### src/rtl/alu_share_arbiter_pkg.sv
// Shared constants for the shared-ALU arbiter:
// opcodes, modes, grant encodings, FSM states and SA opcode helper.
package alu_share_arbiter_pkg;

  localparam logic [2:0] ALU_MULTIPLY = 3'b100;
  localparam logic [2:0] ALU_DIVISION = 3'b010;
  localparam logic [2:0] ALU_SQRTPOWS = 3'b001;

  localparam logic [1:0] MULTI_PURE = 2'b00;
  localparam logic [1:0] MULTI_FRAC = 2'b01;
  localparam logic [1:0] MULTI_MAXM = 2'b10;
  localparam logic [1:0] SA_DIV     = 2'b11;

  // SA transactions always run in plain mode
  localparam logic [1:0] SA_MODE = MULTI_PURE;

  localparam logic [1:0] GNT_CPU = 2'b01;
  localparam logic [1:0] GNT_SA  = 2'b10;

  typedef enum logic [1:0] {
    ARB_IDLE = 2'd0,
    ARB_RUN  = 2'd1,
    ARB_RESP = 2'd2
  } arb_state_t;

  typedef struct packed {
    logic [2:0] typ;
    logic [1:0] mode;
  } alu_op_t;

  // multiply wins if both SA request lines are high
  function automatic logic [2:0] sa_opcode(
    input logic i_mul,
    input logic i_div
  );
    if (i_mul)      return ALU_MULTIPLY;
    else if (i_div) return ALU_DIVISION;
    else            return 3'b000;
  endfunction

endpackage

### src/rtl/alu_arb_grant.sv
// Grant logic: one-hot grant (bit0 CPU, bit1 SA) from two request levels.
// ALU_ARB_RR_EN: round-robin on collision with a last-grant register
// (ports i_clk/i_rst/i_upd exist only then); otherwise fixed SA priority.
module alu_arb_grant
  import alu_share_arbiter_pkg::*;
(
`ifdef ALU_ARB_RR_EN
  input  logic       i_clk,
  input  logic       i_rst,
  input  logic       i_upd,
`endif
  input  logic       i_cpu_req,
  input  logic       i_sa_req,
  output logic [1:0] o_gnt
);

  logic w_sa_first;

`ifdef ALU_ARB_RR_EN
  // 1 = SA was granted last; reset treats CPU as last
  logic r_last_sa;

  always_ff @(posedge i_clk or posedge i_rst) begin
    if (i_rst) begin
      r_last_sa <= 1'b0;
    end else if (i_upd) begin
      r_last_sa <= o_gnt[1];
    end
  end

  assign w_sa_first = ~r_last_sa;
`else
  assign w_sa_first = 1'b1;
`endif

  always_comb begin
    o_gnt = '0;
    unique case ({i_sa_req, i_cpu_req})
      2'b11:   o_gnt = w_sa_first ? GNT_SA : GNT_CPU;
      2'b10:   o_gnt = GNT_SA;
      2'b01:   o_gnt = GNT_CPU;
      default: o_gnt = '0;
    endcase
  end

endmodule

### src/rtl/alu_share_arbiter.sv
// Shared mul/div/sqrt ALU arbiter between CPU (req 0) and SA (req 1).
// Ports: CPU_*/SA_* requester sides, ALU_* ALU side, F_RES/P_RES/ERR
// results. Macro ALU_ARB_RR_EN selects round-robin arbitration.
module alu_share_arbiter
  import alu_share_arbiter_pkg::*;
#(
  parameter int OPND_WIDTH     = 13,
  parameter int TIMEOUT_CYCLES = 1023,
  parameter int TO_WIDTH       = 10
) (
  input  logic                  CLK,
  input  logic                  RST,
  input  logic                  CPU_REQ,
  input  logic [2:0]            CPU_TYPE,
  input  logic [1:0]            CPU_MODE,
  input  logic [OPND_WIDTH-1:0] CPU_X,
  input  logic [OPND_WIDTH-1:0] CPU_Y,
  output logic                  CPU_DONE,
  input  logic                  SA_MUL_REQ,
  input  logic                  SA_DIV_REQ,
  input  logic [OPND_WIDTH-1:0] SA_X,
  input  logic [OPND_WIDTH-1:0] SA_Y,
  output logic                  SA_DONE,
  output logic [OPND_WIDTH-1:0] F_RES,
  output logic [OPND_WIDTH-1:0] P_RES,
  output logic                  ERR,
  output logic                  ALU_START,
  output logic [2:0]            ALU_TYPE,
  output logic [1:0]            ALU_MODE,
  output logic [OPND_WIDTH-1:0] ALU_X,
  output logic [OPND_WIDTH-1:0] ALU_Y,
  input  logic [OPND_WIDTH-1:0] ALU_FOUT,
  input  logic [OPND_WIDTH-1:0] ALU_POUT,
  input  logic                  ALU_DONE
);

  localparam logic [TO_WIDTH-1:0] TO_LAST =
    TO_WIDTH'(TIMEOUT_CYCLES - 1);

  arb_state_t            r_state;
  logic                  r_owner;
  logic [TO_WIDTH-1:0]   r_wd;
  alu_op_t               r_op;
  logic [OPND_WIDTH-1:0] r_x;
  logic [OPND_WIDTH-1:0] r_y;
  logic                  r_start;
  logic                  r_cpu_done;
  logic                  r_sa_done;
  logic [OPND_WIDTH-1:0] r_f;
  logic [OPND_WIDTH-1:0] r_p;
  logic                  r_err;

  logic                  w_cpu;
  logic                  w_sa;
  logic [1:0]            w_gnt;
  logic                  w_own_req;
  logic                  w_alu_ok;
  logic                  w_to;

  assign w_cpu = CPU_REQ;
  assign w_sa  = SA_MUL_REQ | SA_DIV_REQ;

`ifdef ALU_ARB_RR_EN
  logic w_gnt_en;
  assign w_gnt_en = (r_state == ARB_IDLE) & (w_cpu | w_sa);
`endif

  alu_arb_grant u_grant (
`ifdef ALU_ARB_RR_EN
    .i_clk     (CLK),
    .i_rst     (RST),
    .i_upd     (w_gnt_en),
`endif
    .i_cpu_req (w_cpu),
    .i_sa_req  (w_sa),
    .o_gnt     (w_gnt)
  );

  assign w_own_req = r_owner ? w_sa : w_cpu;
  // ALU_DONE only counts once START is actually on the wire
  assign w_alu_ok  = r_start & ALU_DONE;
  assign w_to      = (r_wd == TO_LAST);

  always_ff @(posedge CLK or posedge RST) begin
    if (RST) begin
      r_state    <= ARB_IDLE;
      r_owner    <= 1'b0;
      r_wd       <= '0;
      r_op       <= '0;
      r_x        <= '0;
      r_y        <= '0;
      r_start    <= 1'b0;
      r_cpu_done <= 1'b0;
      r_sa_done  <= 1'b0;
      r_f        <= '0;
      r_p        <= '0;
      r_err      <= 1'b0;
    end else begin
      unique case (r_state)
        ARB_IDLE: begin
          unique case (1'b1)
            w_gnt[1]: begin
              r_owner   <= 1'b1;
              r_x       <= SA_X;
              r_y       <= SA_Y;
              r_op.typ  <= sa_opcode(SA_MUL_REQ, SA_DIV_REQ);
              r_op.mode <= SA_MODE;
            end
            w_gnt[0]: begin
              r_owner   <= 1'b0;
              r_x       <= CPU_X;
              r_y       <= CPU_Y;
              r_op.typ  <= CPU_TYPE;
              r_op.mode <= CPU_MODE;
            end
            default: ;
          endcase
          if (|w_gnt) begin
            r_wd    <= '0;
            r_state <= ARB_RUN;
          end
        end
        ARB_RUN: begin
          r_wd <= r_wd + 1'b1;
          if (w_alu_ok || w_to) begin
            r_start    <= 1'b0;
            r_cpu_done <= ~r_owner;
            r_sa_done  <= r_owner;
            r_state    <= ARB_RESP;
            if (w_alu_ok) begin
              r_f <= ALU_FOUT;
              r_p <= ALU_POUT;
            end else begin
              r_err <= 1'b1;
              r_f   <= '0;
              r_p   <= '0;
            end
          end else begin
            r_start <= 1'b1;
          end
        end
        ARB_RESP: begin
          if (!w_own_req) begin
            r_cpu_done <= 1'b0;
            r_sa_done  <= 1'b0;
            r_wd       <= '0;
            r_state    <= ARB_IDLE;
          end
        end
        default: r_state <= ARB_IDLE;
      endcase
    end
  end

  assign CPU_DONE  = r_cpu_done;
  assign SA_DONE   = r_sa_done;
  assign F_RES     = r_f;
  assign P_RES     = r_p;
  assign ERR       = r_err;
  assign ALU_START = r_start;
  assign ALU_TYPE  = r_op.typ;
  assign ALU_MODE  = r_op.mode;
  assign ALU_X     = r_x;
  assign ALU_Y     = r_y;

endmodule

### config.mk
export PLATFORM = sky130hd
export DESIGN_NAME = alu_share_arbiter
export DESIGN_NICKNAME = d
export VERILOG_FILES = /design/src/rtl/alu_share_arbiter_pkg.sv /design/src/rtl/alu_arb_grant.sv /design/src/rtl/alu_share_arbiter.sv
export SDC_FILE = /design/constraint.sdc
export NUM_CORES = 1
export LEC_CHECK = 0
export CORE_MARGIN = 8
export CORE_UTILIZATION = 46
export CTS_BUF_LIST = sky130_fd_sc_hd__clkbuf_8
export DETAILED_ROUTE_END_ITERATION = 12
export GPL_ROUTABILITY_DRIVEN = 0
export PLACE_DENSITY = 0.93
export SYNTH_ARGS = -nofsm -noshare
export SYNTH_HDL_FRONTEND = slang
export SYNTH_HIERARCHICAL = 1
export SYNTH_SLANG_ARGS = --single-unit
### constraint.sdc
create_clock -name CLK -period 4.3 [get_ports CLK]
set_input_delay 0.645 -clock CLK [delete_from_list [all_inputs] [get_ports CLK]]
set_output_delay 0.645 -clock CLK [all_outputs]
set_load 0.05 [all_outputs]
==> out/results.ini <==
[run_status]
outcome=finished, final reports clean

[routing]
routed_wl_um=9900
firstDrtPassIters=4
via_count=2872
route.detailed.drc=0
via_per_inst=5.35
routedWlPerCell_um=18.4
drtAntennaViolNets=0
drt_iter0_markers=94

[grt]
grt_pass1_wl_um=15800
grt_max_degree=48
grt_pass1_vias=3183
grt_util_all_layers_pct=20.3
grt-ovfl-total=0
antenna_found_initial=0

[logic_synthesis]
synth.top_cell.area_share_pct=56.7
synth_ff_type=dfrtp_1
synth_area_per_cell_um2=11.3
netlist_area_um2=3270
synth_area_leaders=dfrtp_1 (57%), mux2i_1 (8.9%), a22o_1 (8.0%)
postSynthCellCount=290
yosysWarnings=6
yosysSeqAreaShare_pct=56.7
synth_area_leader_cell=dfrtp_1
synth_edf_count=0
synthArstFlopShare_pct=100
synth_nets=381
ys_types=37
ys_seq_elements=74

[cts]
cts.sinks=74
insertion_delay_ns=0.36
cts_resized=0
cts-root-buf=clkbuf_8
cts_buffer_depth=2
cts_tree=done
cts_setup_buffers=0
clk_pin_slew_ns=0.08
cts_made_buffers=9
htree_levels=3
hold_buffers=0

[worst_hold_path]
hold_end=ERR$_DFFE_PP0P_
hold_depth=1
hold_path.class=flop to flop
hold_path.startpoint=ERR$_DFFE_PP0P_

[cells_and_area]
fillCellCount=478
drive_gt1_share_pct=6.35
design_area_um2=5030
syn_to_final_growth_pct=54.0
seqCellArea_um2=1850
finalNetCount=527
multiInputGateArea_um2=1310
n_antenna_cell=0
post-route-util_pct=73.7

[worst_setup_path]
ff2ff_path_depth=4
r2r_end=r_wd[4]$_DFFE_PP0P_
crit_fanout=31
cp_data_arrival_time_ns=3.16
cp_data_required_time_ns=4.57
rrSetupSlack_ns=2.21
crit_type=input pin to flop
end_kind=flop
start_kind=input pin
reg2reg_from=r_owner$_DFFE_PP0P_

[timing]
finClkSkew_ns=0.0105
slew_violations=0
finalHoldViolations=0
post-route-period-util_pct=67.2
setup_viol=0
relSlewSlack_pct=30.3
rsz0062_at_grt=false
max_freq_ghz=0.346
setup_tns_ns=0
worst_pin_slew_ns=1.05
layout_min_cycle_time_ns=2.89

[place]
hpwl_um=7350
dpl_cell_area_um2=4820
numPortBuffers=149

[power]
leakagePower_uw=0.00212
ir_drop_mv=0.560
power_density_nw_per_um2=798

[floorplanning]
dieArea_um2=10100
num_rows=30
die_w_um=100
start_util_pct=47.8
ios=150
fp.coreArea_um2=6830
die_h_um=100

[job]
cap_violations=0

[flip-flops by register name, indices dropped and copies added, names as in the netlist, 2 cells and up]
signal	cells
ALU_X	13
F_RES	13
r_wd	10
ALU_MODE	2
ALU_Y	13
P_RES	13
ALU_TYPE	3
r_state	2
[kinds of logic (layout without fill, tap and decap cells)]
logic type / count (synthesis) / in the layout / share of synthesized area [%]
flops: 74 / 74 / 56.7
compound gates: 82 / 82 / 17.3
mux: 29 / 29 / 8.89
fa+ha+maj: 2 / 2 / 0.766
buf+inv: 23 / 174 / 3.72
simple gates: 80 / 80 / 12.7
[cell usage after synthesis, drive strengths merged (2+ instances only)]
cell type,number
o21ai,33
dfrtp,74
inv,5
nor4,2
buf,8
or4,5
nand2b,2
nor3b,2
and2,2
or2b,2
nand4,3
nor2,6
o31ai,5
nand2,41
nand3,5
a21oi,9
ha,2
a22o,30
mux2i,29
clkbuf,10
and4,3
[area by class of cell]
type	instances	area share, %
Inverter	5	0.373
Clock inverter	7	1.67
Multi-Input combinational cell	193	26.1
Clock buffer	9	2.46
Tap cell	96	2.39
Sequential cell	74	36.8
Timing Repair Buffer	153	30.2
[placed cells by master, fill, tap and decap left out, types with 2 or more instances in the layout]
cell / synthesis / routed
nand3_1: 5 / 5
mux2i_1: 29 / 29
a22o_1: 30 / 30
nand2b_1: 2 / 2
dfrtp_1: 74 / 74
ha_1: 2 / 2
buf_4: 0 / 4
or4_1: 5 / 5
clkdlybuf4s50_1: 0 / 149
a21oi_1: 8 / 8
clkbuf_8: 0 / 9
o31ai_1: 5 / 5
nor2_1: 6 / 6
o21ai_0: 14 / 14
and2_1: 2 / 2
and4_1: 3 / 3
inv_1: 5 / 4
or2b_1: 2 / 2
nor4_1: 2 / 2
nand2_1: 41 / 41
o21ai_1: 19 / 18
nand4_1: 3 / 3
inv_6: 0 / 3
[how the worst max path moves through the flow]
stage | cells after the start | start | end
detailed placement | 8 | SA_MUL_REQ | r_wd[5]$_DFFE_PP0P_
finish | 8 | SA_MUL_REQ | r_wd[4]$_DFFE_PP0P_
floorplan | 1 | RST | ALU_MODE[0]$_DFFE_PP0P_
CTS | 8 | SA_MUL_REQ | r_wd[5]$_DFFE_PP0P_
global placement | 8 | SA_MUL_REQ | r_wd[8]$_DFFE_PP0P_
global route | 8 | SA_MUL_REQ | r_wd[9]$_DFFE_PP0P_
[layer usage]
metal / GRT usage (%) / routed length, um / up-vias / part of all wire (%)
met1: 21.4 / 3850 / 1378 / 39
met4: 8.26 / 187 / 0 / 1.9
li1: - / - / 1349 / -
met3: 9.97 / 1080 / 16 / 11
met2: 33.7 / 4790 / 129 / 48
met5: 0 / 0 / - / 0
[power by group]
part | switching (uW) | internal [uW]
registers | 190 | 989
logic | 1490 | 764
clock network | 301 | 279
total | 1980 | 2030
[per-stage QoR]
stage,cells,hold slack [ns],setup WS (ns),power (uW)
2_1_floorplan,290,0.470,1.77,2650
4_1_cts,537,0.489,1.41,4040
5_1_grt,537,0.515,1.29,4220
6_report,537,0.489,1.41,4020
3_3_place_gp,521,0.462,1.17,3380
3_5_place_dp,521,0.465,1.03,3440
[worst max-delay path: stages]
cell	delay, ns
clkdlybuf4s50_1	0.48
or2_2	0.38
nor2b_4	0.17
buf_4	0.44
or3_4	0.25
a21oi_4	0.12
or4_1	0.49
a21oi_1	0.19
Power figures use the tool's default switching activity.
==> patch 1: new RTL, same flow settings <==
Register the input `CPU_X` before use, without a reset. The logic sees it one clock later. The other inputs are not delayed to match.
--- a/src/rtl/alu_share_arbiter.sv
+++ b/src/rtl/alu_share_arbiter.sv
@@ -37,4 +37,10 @@
   localparam logic [TO_WIDTH-1:0] TO_LAST =
     TO_WIDTH'(TIMEOUT_CYCLES - 1);
+
+  logic [OPND_WIDTH-1:0] CPU_X_q;
+
+  always_ff @(posedge CLK) begin
+    CPU_X_q <= CPU_X;
+  end
 
   arb_state_t            r_state;
@@ -109,5 +115,5 @@
             w_gnt[0]: begin
               r_owner   <= 1'b0;
-              r_x       <= CPU_X;
+              r_x       <= CPU_X_q;
               r_y       <= CPU_Y;
               r_op.typ  <= CPU_TYPE;
Behaviour: not the same (Yosys sat finds a counterexample within 4 cycles, from zero or initial values and one cycle with RST high).
==> patch 1 against the original RTL <==
Count of clock-buffer cells in the layout unchanged; area after synthesis increased by 8.0%; worst setup slack improved by 0.26 ns; sequential cell count increased by 13; clock power about the same; cell area increased by 5.4%; power increased by 1.6%; cell count increased by 2.8%; utilization decreased by 3.6 points; routed wire length increased by 2.8%; critical path type unchanged; critical endpoint is now r_wd[3]$_DFFE_PP0P_.
==> patch 1: results (changes against the original RTL) <==
| Metric | Value |
|---|---|
| Post-synthesis adder-cell area fraction | `0.00709 (-0.000570)` |
| Total Routing Usage GR | `0.192 (-0.0107)` |
| Compound-Gate Fraction of Synth Area | `0.173 (+0.000612)` |
| Arrival time worst endpoint | `2.90 ns (-0.26 ns)` |
| Clock skew | `0.0140 ns (+0.00349 ns)` |
| Fin nets | `536 (+1.7%)` |
| Post-Syn Nets | `391 (+2.6%)` |
| Fillers | `502 (+5.0%)` |
| Largest net degree at the start of global routing | `39 (-19%)` |
| Max VDD drop | `0.000497 V (-11%)` |
| XOR/XNOR share of the synthesized area | `0.00248 (+0.00248)` |
| Post-DP HPWL | `7430 um (+1.1%)` |
| Final WL | `10200 um (+2.8%)` |
| DR iter-0 viols | `108 (+15%)` |
| Number of global-route vias before repair | `3262 (+2.5%)` |
| Slack of the worst reg-to-reg path | `2.15 ns (-0.06 ns)` |
| First-pass GRT wire length | `16700 um (+5.6%)` |
| Slew of the pin with the lowest slew margin | `1.22 ns (+0.176 ns)` |
| Share of cells above drive strength 1 | `0.0711 (+0.00762)` |
| RR Endpoint | `F_RES[8]$_DFFE_PP0P_` |
| Commonest cells post-synth | `74 x dfrtp_1, 39 x nand2_1, 31 x a22o_1, 31 x o21ai_0, 27 x mux2i_1` |
| Reg2reg start | `r_state[1]$_DFFE_PP0P_` |
| Crit path to | `r_wd[3]$_DFFE_PP0P_` |
| Leakage | `0.00221 uW (+4.1%)` |
| Mux cell area share after synthesis | `0.0766 (-0.0123)` |
| Sequential area share after synthesis | `0.598 (+0.0315)` |
| Outcome | `completed` |
| Hold Slack | `0.471 ns (-0.0185 ns)` |
## patch 1: changes by cell type in the layout (fill, tap and decap cells not counted), sizes merged, moves of 2 or more
| cell | unedited run | this run |
|---|---|---|
| and4 | 3 | 1 |
| dfxtp | 0 | 13 |
| mux2i | 29 | 27 |
| nand2 | 41 | 39 |
| nand3 | 5 | 2 |
| o31ai | 5 | 8 |
| or2b | 2 | 0 |
| or4 | 5 | 8 |
## patch 1: stage by stage
stage,setup WS [ns],area (um^2),instances
floorplan,1.77,3530,300
global placement,1.42,5100,536
detailed placement,1.33,5100,536
CTS,1.70,5300,552
global route,1.55,5300,552
finish,1.67,5300,552
## patch 1: report_power, final
group / leakage, uW / internal, uW / total, uW / switching [uW]
sequential: 0.00104 / 1110 / 1310 / 203
combinational: 0.00107 / 749 / 2190 / 1440
clock: 0.000102 / 277 / 582 / 306
## patch 1: layout make-up
type                    instances  area share
multi-input cells             187       0.247
flip-flops and latches         87       0.398
well taps                     102      0.0241
repair buffers                153       0.287
clock buffers                   9      0.0234
clock inverters                 7      0.0151
inverters                       7     0.00496
## patch 1: layer usage
metal	vias to the layer above	GRT usage	wire length (um)
li1	1370	-	-
met1	1447	0.212	4060
met2	131	0.312	4950
met3	12	0.0861	978
met4	0	0.0839	183
met5	-	0	0
## patch 1: cell families after synthesis
family | after synthesis
adder cells (fa/ha/maj) | 2
XOR/XNOR | 1
flip-flops | 87
AO/OA/AOI/OAI | 87
AND/OR/NAND/NOR | 70
multiplexers | 27
buffers and inverters | 26
## patch 1: worst max-delay path, stage by stage
cell and delay [ns]:
clkdlybuf4s50_1 0.49, or2_2 0.40, nor2b_4 0.34, or4_4 0.22, o311ai_4 0.19, or4_1 0.46
a21oi_1 0.16
==> patch 2: new RTL, same flow settings <==
Without the edit above. `OPND_WIDTH`: 13 -> 26.
--- a/src/rtl/alu_share_arbiter.sv
+++ b/src/rtl/alu_share_arbiter.sv
@@ -5,5 +5,5 @@
   import alu_share_arbiter_pkg::*;
 #(
-  parameter int OPND_WIDTH     = 13,
+  parameter int OPND_WIDTH     = 26,
   parameter int TIMEOUT_CYCLES = 1023,
   parameter int TO_WIDTH       = 10
Interface: changed (10 resized); port bits go from 150 to 280. No check against the original RTL was run, so the function may have changed too.
==> patch 2 against the original RTL <==
Cell count rose by 64%; register-to-register slack got worse by 0.12 ns; non-clock buffer count rose by 130; die area rose by 51%; area after synthesis rose by 62%; worst setup slack improved by 0.44 ns; cell area rose by 71%; sequential cell count rose by 52; sequential power rose by 74%; power rose by 77%; routed wire length rose by 74%; critical endpoint is now r_wd[9]$_DFFE_PP0P_; largest cell class unchanged.
==> patch 2: results (changes against the original RTL) <==
| Metric | Value |
|---|---|
| Outcome | `completed` |
| R2R depth | `4 (unchanged)` |
| Slew of the pin with the lowest slew margin | `1.23 ns (+0.186 ns)` |
| Arrival time worst endpoint | `2.78 ns (-0.38 ns)` |
| Number of global-route vias before repair | `5039 (+58%)` |
| DRC violations left | `0 (unchanged)` |
| WL met1 | `6270 um (+63%)` |
| Slack of the worst reg-to-reg path | `2.09 ns (-0.12 ns)` |
| Core Rows | `39 (+30%)` |
| Switching power share of the total | `0.490 (-0.00395)` |
| Sequential area share after synthesis | `0.596 (+0.0291)` |
| Setup crit start | `SA_MUL_REQ` |
| Post-Syn Nets | `624 (+64%)` |
| WL met3 | `1900 um (+76%)` |
| Total Routing Usage GR | `0.221 (+0.0189)` |
| Area Overhead vs Synth | `62.9%` |
| Slowest stage delay, CP | `0.55 ns (+0.06 ns)` |
| First-pass GRT wire length | `26000 um (+64%)` |
| Reg2reg start | `r_state[1]$_DFFE_PP0P_` |
| Clock skew | `0.0175 ns (+0.00700 ns)` |
| Worst Hold Class | `register to register` |
| Clock transition at path regs | `0.07 ns` |
| Top cell family by delay on the critical path | `simple AND/OR/NAND/NOR gates` |
| Clk_lat worst skew | `0.43 ns (+0.07 ns)` |
| Yosys cell types | `36 (-2.7%)` |
| H-tree levels | `4 (+1)` |
| DR top layer | `met4` |
| DR iter-0 viols | `243 (+160%)` |
| DR WL met2 | `8710 um (+82%)` |
| Slowest CP cell | `or4_1` |
| Most frequently used flop master after synthesis | `dfrtp_1` |
| Ys async rst share | `1.00 (unchanged)` |
| PortBufs | `279 (+87%)` |
| Max VDD drop | `0.000547 V (-2.3%)` |
| Antenna cells | `0 (unchanged)` |
| Final ANT Viol Nets | `0 (unchanged)` |
| Share of cells above drive strength 1 | `0.0637 (+0.000194)` |
| Dominant cells by area after synthesis | `dfrtp_1 60%, mux2i_1 10%, a22o_1 9.1%` |
| Fin nets | `894 (+70%)` |
| Root buf cell | `clkbuf_8` |
| Clock buffer depth | `2 (unchanged)` |
| Yosys warning total | `6 (unchanged)` |
| Post-CTS setup buffer count | `0 (unchanged)` |
| Largest net degree at the start of global routing | `113 (+140%)` |
| Leakage | `0.00363 uW (+71%)` |
| Post-DP HPWL | `13200 um (+80%)` |
| Crit path to | `r_wd[9]$_DFFE_PP0P_` |
| CTS buffer count | `17 (+8)` |
| Fillers | `725 (+52%)` |
| Commonest cells post-synth | `126 x dfrtp_1, 66 x nand2_1, 61 x o21ai_0` |
| WL/cell | `19.5 um (+5.9%)` |
| CTS-repair resized insts | `0 (unchanged)` |
| Hold path startpoint | `ALU_X[1]$_DFFE_PP0P_` |
| Vias after detailed routing | `4701 (+64%)` |
| Hold Path End | `ALU_X[1]$_DFFE_PP0P_` |
| RR Endpoint | `F_RES[6]$_DFFE_PP0P_` |
| Hold depth | `2 (+1)` |
| Worst-path maximum fanout | `17 (-45%)` |
| Initial antenna violation count | `0 (unchanged)` |
==> patch 2: per-stage QoR <==
| stage | area [um^2] | hold WS (ns) | setup slack [ns] | std cells | total power (uW) |
|---|---|---|---|---|---|
| 2_1_floorplan | 5290 | 0.479 | 0.299 | 455 | 4610 |
| 3_3_place_gp | 8220 | 0.458 | 1.53 | 849 | 5990 |
| 3_5_place_dp | 8220 | 0.470 | 1.46 | 849 | 6120 |
| 4_1_cts | 8620 | 0.486 | 1.91 | 881 | 7170 |
| 5_1_grt | 8620 | 0.512 | 1.81 | 881 | 7450 |
| 6_report | 8620 | 0.481 | 1.85 | 881 | 7110 |
==> patch 2: logic make-up after synthesis <==
kind of cell | synth area share
adders and majority gates | 0.00473
muxes | 0.102
DFF | 0.596
buffers and inverters | 0.0303
AOI/OAI and AO/OA | 0.177
and+or+nand+nor | 0.0901
==> patch 2: area by class of cell <==
type                            instances  share of cell area
Clock buffer                           19              0.0303
Clock inverter                         13              0.0163
Inverter                                5             0.00247
Tap cell                              143              0.0208
Multi-Input combinational cell        292               0.233
Sequential cell                       126               0.366
Timing Repair Buffer                  283               0.332
==> patch 2: worst min-delay path: stages, from the launching register on <==
cell and delay, ns:
dfrtp_1 0.34, nand2_1 0.05, o21ai_0 0.06
==> patch 2: per-layer routing <==
metal  GRT usage  up-vias
met5           0        -
met4      0.0858        0
met3      0.0991       26
met2       0.381      233
met1       0.235     2254
li1            -     2188
==> patch 2: power by group through the flow <==
stage               Combinational (uW)  Clock (uW)  Sequential, uW
global placement                  3970           0            2010
global route                      4240        1100            2110
floorplan                          881           0            3730
finish                            4040        1030            2050
CTS                               4080        1040            2040
detailed placement                4060           0            2060
